`src/rtl/tdm_demux4_if.sv`:
```
// ============================================================================
// Module   : tdm_demux4_if
// Brief    : Shared-link input and per-channel output bundle of tdm_demux4.
// Revision : 1.0 - initial release
// ============================================================================
`default_nettype none

interface tdm_demux4_if #(
    parameter int WIDTH     = 8,
    parameter int ERR_CNT_W = 8
);
    logic [WIDTH-1:0]     din;
    logic                 din_valid;
    logic                 sync;
    logic [WIDTH-1:0]     a;
    logic [WIDTH-1:0]     b;
    logic [WIDTH-1:0]     c;
    logic [WIDTH-1:0]     d;
    logic                 frame_valid;
    logic                 locked;
    logic [1:0]           slot;
    logic                 sync_err;
    logic [ERR_CNT_W-1:0] err_cnt;

    // Link side: drives the multiplexed stream, observes the rebuilt frame.
    modport master (
        output din, din_valid, sync,
        input  a, b, c, d, frame_valid, locked, slot, sync_err, err_cnt
    );

    // Demultiplexer side.
    modport slave (
        input  din, din_valid, sync,
        output a, b, c, d, frame_valid, locked, slot, sync_err, err_cnt
    );
endinterface

`default_nettype wire

```
`src/rtl/tdm_demux4.sv`:
```
// ============================================================================
// Module   : tdm_demux4
// Brief    : Rebuilds 4-slot TDM frames into parallel registered channel words.
// Revision : 1.0 - initial release
// ============================================================================
`default_nettype none

module tdm_demux4 #(
    parameter int WIDTH     = 8,
    parameter int ERR_CNT_W = 8
) (
    input  wire              clk,
    input  wire              rst_n,
    tdm_demux4_if.slave      bus
);

    typedef enum logic [0:0] {
        HUNT   = 1'b0,
        LOCKED = 1'b1
    } state_t;

    state_t               r_state;
    state_t               w_state_nxt;
    logic [1:0]           r_slot;
    logic [1:0]           w_slot_nxt;
    logic [WIDTH-1:0]     r_shadow0;
    logic [WIDTH-1:0]     r_shadow1;
    logic [WIDTH-1:0]     r_shadow2;
    logic [WIDTH-1:0]     w_shadow0_nxt;
    logic [WIDTH-1:0]     w_shadow1_nxt;
    logic [WIDTH-1:0]     w_shadow2_nxt;
    logic [WIDTH-1:0]     r_a;
    logic [WIDTH-1:0]     r_b;
    logic [WIDTH-1:0]     r_c;
    logic [WIDTH-1:0]     r_d;
    logic [WIDTH-1:0]     w_a_nxt;
    logic [WIDTH-1:0]     w_b_nxt;
    logic [WIDTH-1:0]     w_c_nxt;
    logic [WIDTH-1:0]     w_d_nxt;
    logic                 r_frame_valid;
    logic                 w_frame_valid_nxt;
    logic                 r_sync_err;
    logic                 w_sync_err_nxt;
    logic [ERR_CNT_W-1:0] r_err_cnt;
    logic [ERR_CNT_W-1:0] w_err_cnt_nxt;

    always_ff @(posedge clk or negedge rst_n) begin
        if (!rst_n) begin
            r_state       <= HUNT;
            r_slot        <= 2'd0;
            r_shadow0     <= '0;
            r_shadow1     <= '0;
            r_shadow2     <= '0;
            r_a           <= '0;
            r_b           <= '0;
            r_c           <= '0;
            r_d           <= '0;
            r_frame_valid <= 1'b0;
            r_sync_err    <= 1'b0;
            r_err_cnt     <= '0;
        end else begin
            r_state       <= w_state_nxt;
            r_slot        <= w_slot_nxt;
            r_shadow0     <= w_shadow0_nxt;
            r_shadow1     <= w_shadow1_nxt;
            r_shadow2     <= w_shadow2_nxt;
            r_a           <= w_a_nxt;
            r_b           <= w_b_nxt;
            r_c           <= w_c_nxt;
            r_d           <= w_d_nxt;
            r_frame_valid <= w_frame_valid_nxt;
            r_sync_err    <= w_sync_err_nxt;
            r_err_cnt     <= w_err_cnt_nxt;
        end
    end

    always_comb begin
        w_state_nxt       = r_state;
        w_slot_nxt        = r_slot;
        w_shadow0_nxt     = r_shadow0;
        w_shadow1_nxt     = r_shadow1;
        w_shadow2_nxt     = r_shadow2;
        w_a_nxt           = r_a;
        w_b_nxt           = r_b;
        w_c_nxt           = r_c;
        w_d_nxt           = r_d;
        w_frame_valid_nxt = 1'b0;
        w_sync_err_nxt    = 1'b0;

        if (bus.din_valid) begin
            case (r_state)
                HUNT: begin
                    if (bus.sync) begin
                        w_shadow0_nxt = bus.din;
                        w_slot_nxt    = 2'd1;
                        w_state_nxt   = LOCKED;
                    end
                end
                LOCKED: begin
                    if (bus.sync) begin
                        // A sync anywhere but slot 0 drops the partial frame and restarts it here.
                        w_sync_err_nxt = (r_slot != 2'd0);
                        w_shadow0_nxt  = bus.din;
                        w_slot_nxt     = 2'd1;
                    end else begin
                        case (r_slot)
                            2'd0: begin
                                w_sync_err_nxt = 1'b1;
                                w_state_nxt    = HUNT;
                            end
                            2'd1: begin
                                w_shadow1_nxt = bus.din;
                                w_slot_nxt    = 2'd2;
                            end
                            2'd2: begin
                                w_shadow2_nxt = bus.din;
                                w_slot_nxt    = 2'd3;
                            end
                            default: begin
                                w_a_nxt           = r_shadow0;
                                w_b_nxt           = r_shadow1;
                                w_c_nxt           = r_shadow2;
                                w_d_nxt           = bus.din;
                                w_frame_valid_nxt = 1'b1;
                                w_slot_nxt        = 2'd0;
                            end
                        endcase
                    end
                end
                default: w_state_nxt = HUNT;
            endcase
        end

        w_err_cnt_nxt = r_err_cnt;
        if (w_sync_err_nxt && (r_err_cnt != {ERR_CNT_W{1'b1}})) begin
            w_err_cnt_nxt = r_err_cnt + ERR_CNT_W'(1);
        end
    end

    assign bus.a           = r_a;
    assign bus.b           = r_b;
    assign bus.c           = r_c;
    assign bus.d           = r_d;
    assign bus.frame_valid = r_frame_valid;
    assign bus.locked      = (r_state == LOCKED);
    assign bus.slot        = r_slot;
    assign bus.sync_err    = r_sync_err;
    assign bus.err_cnt     = r_err_cnt;

endmodule

`default_nettype wire

```
`src/flat_wrapper.sv`:
```
// flat-port wrapper written by rule: the top's interface ports become plain ports
module tdm_demux4_flat 
#(
    parameter int WIDTH     = 8,
    parameter int ERR_CNT_W = 8
)
  (clk, rst_n, bus_din, bus_din_valid, bus_sync, bus_a, bus_b, bus_c, bus_d, bus_frame_valid, bus_locked, bus_slot, bus_sync_err, bus_err_cnt);
  tdm_demux4_if #(.WIDTH(WIDTH), .ERR_CNT_W(ERR_CNT_W)) bus_i ();
  input  wire clk;
  input  wire rst_n;
  input wire logic [$bits(bus_i.din)-1:0] bus_din;
  input wire logic [$bits(bus_i.din_valid)-1:0] bus_din_valid;
  input wire logic [$bits(bus_i.sync)-1:0] bus_sync;
  output wire logic [$bits(bus_i.a)-1:0] bus_a;
  output wire logic [$bits(bus_i.b)-1:0] bus_b;
  output wire logic [$bits(bus_i.c)-1:0] bus_c;
  output wire logic [$bits(bus_i.d)-1:0] bus_d;
  output wire logic [$bits(bus_i.frame_valid)-1:0] bus_frame_valid;
  output wire logic [$bits(bus_i.locked)-1:0] bus_locked;
  output wire logic [$bits(bus_i.slot)-1:0] bus_slot;
  output wire logic [$bits(bus_i.sync_err)-1:0] bus_sync_err;
  output wire logic [$bits(bus_i.err_cnt)-1:0] bus_err_cnt;
  assign bus_i.din = bus_din;
  assign bus_i.din_valid = bus_din_valid;
  assign bus_i.sync = bus_sync;
  assign bus_a = bus_i.a;
  assign bus_b = bus_i.b;
  assign bus_c = bus_i.c;
  assign bus_d = bus_i.d;
  assign bus_frame_valid = bus_i.frame_valid;
  assign bus_locked = bus_i.locked;
  assign bus_slot = bus_i.slot;
  assign bus_sync_err = bus_i.sync_err;
  assign bus_err_cnt = bus_i.err_cnt;
  tdm_demux4 #(.WIDTH(WIDTH), .ERR_CNT_W(ERR_CNT_W)) u_core (.clk(clk), .rst_n(rst_n), .bus(bus_i));
endmodule
```
`config.mk`:
```
export PLATFORM = sky130hd
export DESIGN_NAME = tdm_demux4_flat
export DESIGN_NICKNAME = d
export VERILOG_FILES = /design/src/rtl/tdm_demux4_if.sv /design/src/rtl/tdm_demux4.sv /design/src/flat_wrapper.sv
export SDC_FILE = /design/constraint.sdc
export NUM_CORES = 1
export LEC_CHECK = 0
export CAP_MARGIN = 20
export CELL_PAD_IN_SITES_DETAIL_PLACEMENT = 2
export CELL_PAD_IN_SITES_GLOBAL_PLACEMENT = 2
export CORE_MARGIN = 2
export CORE_UTILIZATION = 46
export DETAILED_ROUTE_END_ITERATION = 6
export DONT_BUFFER_PORTS = 1
export PLACE_DENSITY_LB_ADDON = 0.1
export SETUP_SLACK_MARGIN = 0.1
export SYNTH_ARGS = -nofsm -noshare
export SYNTH_HDL_FRONTEND = slang
export SYNTH_SLANG_ARGS = --single-unit
```
`constraint.sdc`:
```
create_clock -name clk -period 4.8 [get_ports clk]
set_input_delay 1.2 -clock clk [delete_from_list [all_inputs] [get_ports clk]]
set_output_delay 1.2 -clock clk [all_outputs]
set_load 0.05 [all_outputs]
```
; Word level (Yosys, flattened, before mapping)
; Cells that the tools add are included.
[totals]
romBits = 0
mem_count = 0
latchBits = 0
word_cells = 47
ramBits = 0
inputBits = 12
output_inout_bits = 45
register_bits = 69
[op_classes]
n_lt_le_gt_ge = 0
div_mod_pow = 0
shift = 0
eq_ne = 5
addsub = 1
n_bitwise = 3
multipliers = 0
n_reduce_logical = 9
n_mux = 17
[ops]
columns = cell, count
row1 = $reduce_and A4 Y1, 3
row2 = $mux W1, 11
row3 = $add A8 B1 Y8 const B, 1
row4 = $mux W8, 1
row5 = $ne A8 B8 Y1 const B, 1
row6 = $pmux W2 S3, 1
row7 = $mux W2, 2
row8 = $pmux W2 S2, 1
row9 = $ne A3 B3 Y1 const B, 1
row10 = $not A1 Y1, 3
row11 = $reduce_and A3 Y1, 1
row12 = $reduce_or A3 Y1, 1
row13 = $eq A2 B1 Y1 const B, 1
row14 = $eq A2 B2 Y1 const B, 1
row15 = $logic_not A2 Y1, 1
row16 = $ne A2 B2 Y1 const B, 1
row17 = $pmux W1 S2, 1
row18 = $reduce_and A2 Y1, 1
row19 = $reduce_bool A2 Y1, 1
row20 = $logic_and A1 B1 Y1, 1

; Logic depth before layout (Yosys ltp)
; Gate-level depths: netlist of the first run.
[depth]
word_depth = 6
depth_mapped = 7
mapped_depth_nobuf = 7

; Least setup slack after synthesis of the first run
; Ideal clock, no wire load.
[synth_timing]
path_kind = input port to flip-flop
startpoint = input bus_sync
endpoint = register u_core.r_err_cnt[5] (netlist: u_core.bus.err_cnt[5])
setup_time_ps = 125
n_path_buf = 0
path_stages = 6
t_required_ps = 4675
arrival_ps = 2384
slack_ps = 2291
cell_sequence = inv_1 > ha_1 > and3b_2 > and4_4 > nand3_2 > mux2_4
[synth_via]
elab_chain_cells = 4
[synth_lines]
columns = element, line_no
row1 = start: declaration, flat_wrapper.sv:13  ; input wire logic [$bits(bus_i.sync)-1:0] bus_sync;
row2 = $mux W1, tdm_demux4.sv:100  ; if (bus.sync) begin
row3 = $mux W1, tdm_demux4.sv:91  ; case (r_state)
row4 = $mux W1, tdm_demux4.sv:90  ; if (bus.din_valid) begin
row5 = via u_core.w_sync_err_nxt, tdm_demux4.sv:43  ; logic w_sync_err_nxt;
row6 = $logic_and A1 B1 Y1, tdm_demux4.sv:135  ; if (w_sync_err_nxt && (r_err_cnt != {ERR_CNT_W{1'b1}})) begin
row7 = end signal: assignment, tdm_demux4.sv:73  ; r_err_cnt <= w_err_cnt_nxt;
row8 = end: declaration, tdm_demux4.sv:44  ; logic [ERR_CNT_W-1:0] r_err_cnt;
; The timed path passes the listed nets, and every way through them passes these cells.
; A chain may end at the register's enable or synchronous reset.

; Final worst setup path of the first run
[layout_timing]
startpoint = register u_core.r_slot[0] (netlist: u_core.bus.slot[0])
endpoint = register u_core.r_err_cnt[6] (netlist: u_core.bus.err_cnt[6])
[layout_via]
elab_chain_cells = 6
word_cells_on_any_way = 7
cone_classes = mux: 4 / reduce/logical: 3
[layout_lines]
columns = element, line_no
row1 = start: declaration, tdm_demux4.sv:24  ; logic [1:0] r_slot;
row2 = start signal: assignment, tdm_demux4.sv:63  ; r_slot <= w_slot_nxt;
row3 = $logic_not A2 Y1, tdm_demux4.sv:106  ; case (r_slot)
row4 = $mux W1, tdm_demux4.sv:106
row5 = $mux W1 *, tdm_demux4.sv:100
row6 = $mux W1 *, tdm_demux4.sv:91
row7 = $mux W1 *, tdm_demux4.sv:90
row8 = $logic_and A1 B1 Y1 *, tdm_demux4.sv:135
; Every way passes the cells marked *; elsewhere a longest branch is shown, timed or not.

==> metrics.txt, run 1 <==
worst-margin pin slew=slightly below 0.8 ns; Ant. Diodes=0; worst hold path type=reg -> reg; Crit Path Max Fanout=6; Final Wtd Congestion=between 0.6 and 0.7; worst-path cell chain=inv_1, ha_1, ha_1, nor3_1, and4_2, mux2_2; H-tree depth=3; Netlist Area Pre-Place=~2800 um2; first-pass GRT wire length=between 8 and 9 mm; sequential cell area=between 1500 and 2000 um2; Critical Path RT=5.03 ns; layout overhead on the synthesized area=10.3%; commonest non-fill, non-tap cell in the layout=dfrtp_1; Die Y=between 80 and 90 um; max-cap violations=0; clock slew at reported path FFs=approximately 0.07 ns; CTS tree=done; total core area=5850 um2; RSZ-0062 raised after global routing=false; Final Hold Fails=0; Overall Global Routing Usage=18.6%; clk sink count=69; run status=finished clean; Yosys warning count=0; PortBufs=0; Multi-input gate area=between 900 and 1000 um2; Worst Setup End Kind=flip-flop; setup TNS=0 ns; most frequent cells in the layout=dfrtp_1, mux2_2, clkbuf_8, nand2_1, ha_1; CTS root buf=clkbuf_8; skew final=0.00423 ns; crit path buf inv count=1; row count=28; die area=between 6000 and 7000 um2; Clock Path Buffers=2; Antenna Nets Post-Route=0; maximum clock frequency=396 MHz; most used cell along the critical path=ha_1; IO Pins=57; vias=1486; final setup vio count=0; post-cts hold buffer count=0; largest delay contributor family on the critical path=flip-flops; Synth cell types=28; r2r setup slk=2.28 ns; DRC violation total after the first TritonRoute iteration=22; slowest cell on the critical path=dfrtp_1; share of cells above drive strength 1=about 44%; total wire length=~5.5 mm; post-route minimum period=roughly 2.5 ns; Final period util=52.6%; Slowest Stage Delay on Critical Path=approximately 0.74 ns; vias in the first global route=1672; initial antenna violation count=0; #FFs+latches synth=approximately 70; crit path kind=reg -> reg; dpl hpwl=3.65 mm; starting density of the core=47.1%; critical path launch point type=flip-flop; Avg Cell Area, Syn=15.6 um2; Gates resized, CTS repair=0; post-synthesis sequential area ratio=around 63%; Clock Latency Late Sink=~0.34 ns; Overflow after GRT=0; Post-route DRC=0; worst rel slew slack=47.6%; post-CTS setup buffers=0; final net count=roughly 200; pin count of the biggest net entering global routing=70; Pins Over Slew Limit=0; drt wl/cell=between 20 and 25 um; vias per cell=between 5 and 6; Fillers=~550; cell count after synthesis=around 180; Post-Syn Nets=195; die width=81.4 um; CTS Buf Count=9; Pre-antenna DRT Iters=3; WP data arrival=between 2 and 3 ns
==> kinds of logic (layout without fill, tap and decap cells) <==
kind of cell	after synthesis	in the layout	synth area share, %
xor gates and xnor gates	3	3	0.954
AOI/OAI and AO/OA	13	13	3.00
buffers and inverters	7	20	1.77
and+or+nand+nor	20	20	4.63
adders and majority gates	6	6	2.72
DFF	69	69	62.7
muxes	59	59	24.3
==> cell type report <==
class / instances / area share [%]
multi-input cells: 101 / 32.2
flip-flops and latches: 69 / 56.8
well taps: 75 / 3.09
clock buffers: 10 / 4.53
inverters: 4 / 0.494
clock inverters: 6 / 2.84
==> stage by stage <==
step	hold slack [ns]	std cells	utilization (%)	cell area, um2	setup WS, ns
6_report	0.501	265	51.9	3040	2.28
5_1_grt	0.517	265	51.9	3040	2.15
4_1_cts	0.510	265	51.9	3040	2.26
3_5_place_dp	0.492	249	48.1	2820	2.20
3_3_place_gp	0.483	249	48.1	2820	2.22
2_1_floorplan	0.475	177	-	2760	2.29
==> synth_stat cells <==
cell       number  share of area [%]
inv_1           4               0.54
and4_4          1               0.41
a31oi_1         1               0.23
o22a_1          1               0.32
nand3_2         1               0.36
nand2b_1        1               0.23
ha_1            6                2.7
and4_1          1               0.32
dfrtp_1        69                 63
and3_2          1               0.27
o32a_1          1               0.36
nor2_1          2               0.27
xnor2_1         2               0.64
nor3_1          1               0.18
a21boi_0        1               0.27
nand2_1         6               0.82
mux2_2         58                 24
o21ai_0         3               0.54
nor2_2          1               0.23
nand2_2         2               0.45
a21oi_1         4               0.73
buf_6           3                1.2
mux2_4          1               0.54
and4_2          2               0.73
o22ai_1         1               0.23
and3b_2         1               0.36
xor2_1          1               0.32
a2bb2oi_1       1               0.32
==> per-layer routing <==
metal | up-vias | GRT usage (%) | routed length [um]
li1 | 653 | - | -
met1 | 775 | 21.9 | 2220
met2 | 46 | 30.6 | 2840
met3 | 12 | 6.33 | 336
met4 | 0 | 8.81 | 129
met5 | - | 0 | 0
==> final timing paths <==
check | start | endpoint | cells past startpoint
worst min register to register | u_core.r_shadow2[4] | u_core.bus.c[4] | 1
worst max-delay path | u_core.bus.slot[0] | u_core.bus.err_cnt[6] | 6
max in group asynchronous | rst_n | u_core.r_shadow1[7] | 0
min in group asynchronous | rst_n | u_core.bus.err_cnt[5] | 0
worst max register to register | u_core.bus.slot[0] | u_core.bus.err_cnt[6] | 6
worst min-delay path | u_core.r_shadow2[4] | u_core.bus.c[4] | 1
==> sequential cells by signal, summed over array words and instances, names as in the netlist <==
register and flops:
u_core.bus.d 8, u_core.bus.err_cnt 8, u_core.bus.c 8, u_core.bus.slot 2
u_core.r_shadow0 8, u_core.bus.sync_err 1, u_core.bus.locked 1, u_core.bus.b 8
u_core.r_shadow1 8, u_core.bus.a 8, u_core.r_shadow2 8, u_core.bus.frame_valid 1
Power of run 1 is left out: the tool's default activity adds up to more than one toggle a clock period on the data nets, which glitch-free logic cannot reach.
==> run 2: changes to the inputs <==
- CORE_UTILIZATION: 46 -> 43
- clock period: 4.8 -> 2.5 ns (I/O delays scaled with it)
==> run 2 against run 1 <==
Count of clock-buffer cells in the layout grew 3. Die area grew 6.6%. Cell count grew 4.5%. Sequential share of layout area shrank 0.97 points. Register-to-register slack lost 1.7 ns. Via count grew 1.1%. Clock skew grew 0.0013 ns. Utilization shrank 2.7 points. Wire length shrank 0.52%. Sequential cell count is the same. Critical path depth grew 1. Critical path type unchanged. Highest routed layer unchanged.
==> metrics.txt, run 2 (synthesis gave the netlist of run 1 again) <==
row count=29 (+3.6%); vias in the first global route=1757 (+5.1%); Worst Setup End Kind=flip-flop; crit path kind=reg -> reg; Critical Path RT=2.71 ns (-2.32 ns); vias=1503 (+1.1%); total core area=6280 um2 (+7.3%); Final Instance Area=3090 um2 (+1.7%); post-route minimum period=1.95 ns (-0.571 ns); Crit Path Max Fanout=4 (-2); post-CTS setup buffers=0 (unchanged); die area=7060 um2 (+6.6%); DRC violation total after the first TritonRoute iteration=30 (+36%); CTS Buf Count=9 (unchanged); RSZ-0062 raised after global routing=false; commonest non-fill, non-tap cell in the layout=dfrtp_1; Multi-input gate area=980 um2 (unchanged); Gates resized, CTS repair=0 (unchanged); WP data arrival=2.16 ns (-0.59 ns); worst hold path type=in -> async; peak supply drop=approximately 0.00060 V; Clock Path Buffers=2 (unchanged); maximum clock frequency=512 MHz (+29%); Pins Over Slew Limit=0 (unchanged); Overflow after GRT=0 (unchanged); H-tree depth=3 (unchanged); Clock Latency Late Sink=0.33 ns (about the same); max-cap violations=0 (unchanged); Final period util=78.1% (+26 points); CTS tree=done; vias per cell=5.43 (-3.2%); layout overhead on the synthesized area=12.2%; PortBufs=0 (unchanged); setup TNS=0 ns (unchanged); Pre-antenna DRT Iters=4 (+1); Ant. Diodes=0 (unchanged); starting density of the core=43.9% (-3.2 points); run status=finished clean; clk sink count=69 (unchanged); drt wl/cell=19.8 um (-4.8%); initial antenna violation count=0 (unchanged); clock slew at reported path FFs=0.07 ns (about the same); Fillers=592 (+7.8%); dpl hpwl=3.70 mm (+1.1%); IO Pins=57 (unchanged); die width=84.0 um (+3.3%); worst rel slew slack=58.7% (+11 points); CTS root buf=clkbuf_8; Final Wtd Congestion=0.766 (+13%); Leak=1.44 nW; Antenna Nets Post-Route=0 (unchanged); critical path launch point type=flip-flop; Post-route DRC=0 (unchanged); first-pass GRT wire length=9.07 mm (+2.5%); final setup vio count=0 (unchanged); sequential cell area=1730 um2 (unchanged); pin count of the biggest net entering global routing=70 (unchanged); final net count=214 (+5.4%); Final Hold Fails=0 (unchanged); Overall Global Routing Usage=17.1% (-1.5 points); placed instance area=2910 um2 (+3.2%); total wire length=5.50 mm (-0.52%); skew final=0.00554 ns (+0.00132 ns); share of cells above drive strength 1=45.5% (+1.3 points); Die Y=84.0 um (+3.3%); most frequent cells in the layout=dfrtp_1, mux2_2, clkbuf_8, buf_4; pwr dens=between 1000 and 1500 nW/um2; worst-margin pin slew=0.620 ns (-0.164 ns)
-- run 2: changes by cell type in the layout (fill, tap and decap cells not counted) --
cell and delta:
buf_4 +9, clkbuf_1 +3, bufinv_16 -2, buf_12 +1
buf_16 +1, clkinv_4 -1, clkinvlp_4 -1
-- run 2: through the flow --
step	setup WS (ns)	std cells	hold slack, ns	power [mW]	utilization (%)
floorplan	0.210	177	0.329	3.46	-
global placement	0.540	261	0.331	3.69	46.3
detailed placement	0.509	261	0.331	3.79	46.3
CTS	0.534	277	0.173	4.58	49.3
global route	0.422	277	0.166	4.79	49.3
finish	0.547	277	0.172	4.53	49.3
-- run 2: cell type report --
type | instances | share of cell area, %
sequential | 69 | 55.8
multi-input combinational | 101 | 31.7
clock buffer | 13 | 4.82
timing repair buffer | 11 | 3.72
tap | 77 | 3.12
inverter | 4 | 0.486
clock inverter | 2 | 0.324
-- run 2: final timing paths --
path                                          start                    end  slack [ns]  cells past startpoint
worst max register to register   u_core.bus.slot[1]  u_core.bus.err_cnt[5]        0.55                      7
worst min-delay path                          rst_n    u_core.r_shadow1[2]        0.17                      1
min in group clk                           bus_sync     u_core.bus.slot[1]        0.38                      1
worst min register to register  u_core.r_shadow2[0]        u_core.bus.c[0]        0.50                      1
max in group asynchronous                     rst_n        u_core.bus.b[1]        2.06                      1
worst max-delay path             u_core.bus.slot[1]  u_core.bus.err_cnt[5]        0.55                      7
-- run 2: power by group --
| part | internal, mW | switching [mW] |
|---|---|---|
| logic | 0.508 | 0.562 |
| registers | 1.55 | 1.14 |
| clock network | 0.380 | 0.380 |
-- run 2: per-layer routing --
metal	up-vias	routed length, um	global-route usage [%]
li1	664	-	-
met1	792	2210	19.9
met2	38	2860	27.7
met3	9	314	5.64
met4	0	104	9.38
met5	-	0	0
-- run 2: worst max-delay path, stage by stage (launching register included) --
cell and delay (ns):
dfrtp_1 0.35, inv_1 0.09, ha_1 0.20, ha_1 0.29
and3b_2 0.27, and4_4 0.25, nand3_2 0.08, mux2_4 0.30
-- run 2: repair_timing --
item / CTS / global route
hold buffers: 1 / 0
endpoints found under the setup margin: 0 / 0
endpoints found under the hold margin: 69 / 0
Note: power is estimated with default switching activity, not from simulation.
==> run 3: changes to the inputs <==
- clock period: 2.5 -> 2 ns (I/O delays scaled with it)
==> run 3 against run 2 <==
The flow now finishes with violations (hold timing). Non-clock buffer count grew 4. Cell count grew 1.8%. Critical endpoint unchanged. Critical path depth is the same. Sequential power grew 24%. Sequential share of layout area shrank 0.68 points. Register-to-register slack lost 0.39 ns. Sequential cell count is the same. Clock skew grew 0.0033 ns. Combinational power grew 35%. Largest power group unchanged.
==> metrics.txt, run 3 (synthesis gave the netlist of run 1 again) <==
clock slew at reported path FFs=0.08 ns (about the same); slowest cell on the critical path=dfrtp_2; Final Wtd Congestion=0.788 (+2.8%); vias per cell=5.39 (-0.73%); sequential power share=57.9% (-1.7 points); vias in the first global route=1854 (+5.5%); placed instance area=2940 um2 (+1.3%); Core Util, Final=49.9% (+0.68 points); crit path kind=reg -> reg; met2 usage=30.6% (+2.9 points); most frequent cells in the layout=dfrtp_1, mux2_2, buf_4, clkbuf_8, nand2_1; CTS root buf=clkbuf_8; layout overhead on the synthesized area=13.8%; dpl hpwl=4.12 mm (+12%); Internal Power=3.12 mW (+28%); Antenna Nets Post-Route=0 (unchanged); maximum clock frequency=542 MHz (+5.9%); IO Pins=57 (unchanged); peak supply drop=0.000840 V (+41%); total wire length=5.80 mm (+5.4%); post-route minimum period=1.84 ns (-0.109 ns); worst-margin pin slew=0.506 ns (-0.113 ns); dpl cells=264 (+1.1%); Setup crit start=u_core.bus.slot[0]; critical path launch point type=flip-flop; skew final=0.00887 ns (+0.00332 ns); Final period util=92.2% (+14 points); Crit Path Max Fanout=4 (unchanged); Reg-to-Reg Start=u_core.bus.slot[0]; vias=1519 (+1.1%); met3 Usage GRT=6.23% (+0.59 points); Clock Path Buffers=2 (unchanged); worst rel slew slack=66.2% (+7.5 points); Fillers=598 (+1.0%); most used routing layer=met2; worst hold path type=in -> async; Pre-antenna DRT Iters=2 (-2); final net count=218 (+1.9%); starting density of the core=43.9% (unchanged); pin count of the biggest net entering global routing=70 (unchanged); Pins Over Slew Limit=0 (unchanged); CTS tree=done; Worst Setup End Kind=flip-flop; Slowest Stage Delay on Critical Path=0.41 ns (+0.06 ns); worst-path cell chain=inv_2, ha_4, ha_4, and3b_2, and4_4, nand3_2, mux2_4; Ant. Diodes=0 (unchanged); Die Y=84.0 um (unchanged); clk sink count=69 (unchanged); violated checks=hold timing; Final Hold Fails=69 (+69); Post-route DRC=0 (unchanged); Critical Path RT=2.23 ns (-0.48 ns); PortBufs=0 (unchanged); WP data arrival=2.08 ns (-0.08 ns); drt wl/cell=20.6 um (+3.6%); row count=29 (unchanged); H-tree depth=3 (unchanged); final hold slack=-0.157 ns (-0.329 ns); combinational power share=24.9% (+1.3 points); first-pass GRT wire length=9.89 mm (+9.1%); Clk pwr share=17.1% (+0.3 points); pwr dens=1850 nW/um2 (+26%); max-cap violations=0 (unchanged); die area=7060 um2 (unchanged); Overflow after GRT=0 (unchanged); Switch Pwr=2.67 mW (+28%); RSZ-0062 raised after global routing=true; total core area=6280 um2 (unchanged); final setup vio count=0 (unchanged); most used cell along the critical path=ha_4; DRC violation total after the first TritonRoute iteration=24 (-20%); die width=84.0 um (unchanged); run status=complete, but fails checks; Clock Latency Late Sink=0.34 ns (about the same); switching share of power=46.2% (+0.073 points); commonest non-fill, non-tap cell in the layout=dfrtp_1; initial antenna violation count=0 (unchanged); CTS Buf Count=9 (unchanged); share of cells above drive strength 1=50.7% (+5.2 points); Leak=1.45 nW (+0.63%); grt met1 use=21.7% (+1.8 points); Overall Global Routing Usage=18.7% (+1.6 points); Layout Cells excl Fill=282 (+1.8%); Final Instance Area=3130 um2 (+1.4%)
[run 3: changes by cell type in the layout (fill, tap and decap cells not counted), moves of 2 or more]
cell and change:
inv_1 -2, dfrtp_2 +2, ha_4 +2, dfrtp_1 -2
buf_4 +6, ha_1 -2
[run 3: worst max-delay path: cells and delay by family (launching register included)]
family                   cells  cell delay [ns]
flip-flops                   1             0.41
AND/OR/NAND/NOR              3             0.61
multiplexers                 1             0.30
adder cells (fa/ha/maj)      2             0.34
buffers and inverters        1             0.08
[run 3: per-layer routing]
metal | wire length, um | up-vias
li1 | - | 682
met1 | 2290 | 786
met2 | 3020 | 40
met3 | 369 | 11
met4 | 122 | 0
met5 | 0 | -
[run 3: final timing paths]
path	to	cells after the start	slack, ns
worst max-delay path	u_core.bus.err_cnt[5]	7	0.16
worst min-delay path	u_core.bus.a[6]	0	-0.16
worst max register to register	u_core.bus.err_cnt[5]	7	0.16
worst min register to register	u_core.bus.a[6]	1	0.50
max in group asynchronous	u_core.bus.err_cnt[3]	0	2.06
min in group clk	u_core.bus.slot[1]	1	0.25
[run 3: layout make-up]
cell class | count | area [um2] | area share, %
repair buffers | 15 | 113 | 3.59
clock buffers | 12 | 145 | 4.63
inverters | 4 | 17.5 | 0.559
clock inverters | 4 | 23.8 | 0.758
flip-flops and latches | 69 | 1730 | 55.2
multi-input cells | 101 | 1010 | 32.2
well taps | 77 | 96.3 | 3.07
[run 3: stage by stage]
step / power, mW / TNS (ns) / setup WS [ns]
floorplan: 4.36 / -0.0000782 / -0.0000782
global placement: 4.66 / 0 / 0.195
detailed placement: 4.84 / 0 / 0.0572
CTS: 5.85 / 0 / 0.0987
global route: 6.13 / 0 / 0.0852
finish: 5.79 / 0 / 0.156
[run 3: what timing repair did]
item | in CTS | in global routing
endpoints found under the hold margin | 69 | 69
pin swaps | 0 | 1
endpoints found under the setup margin | 1 | 3
setup buffers | 0 | 2
gates resized for setup | 1 | 1
[run 3: power groups by stage]
stage	clock network [mW]	registers, mW	logic, mW
CTS	1.03	3.37	1.46
detailed placement	0	3.40	1.44
floorplan	0	3.59	0.768
global placement	0	3.34	1.32
global route	1.10	3.44	1.59
finish	0.992	3.35	1.44
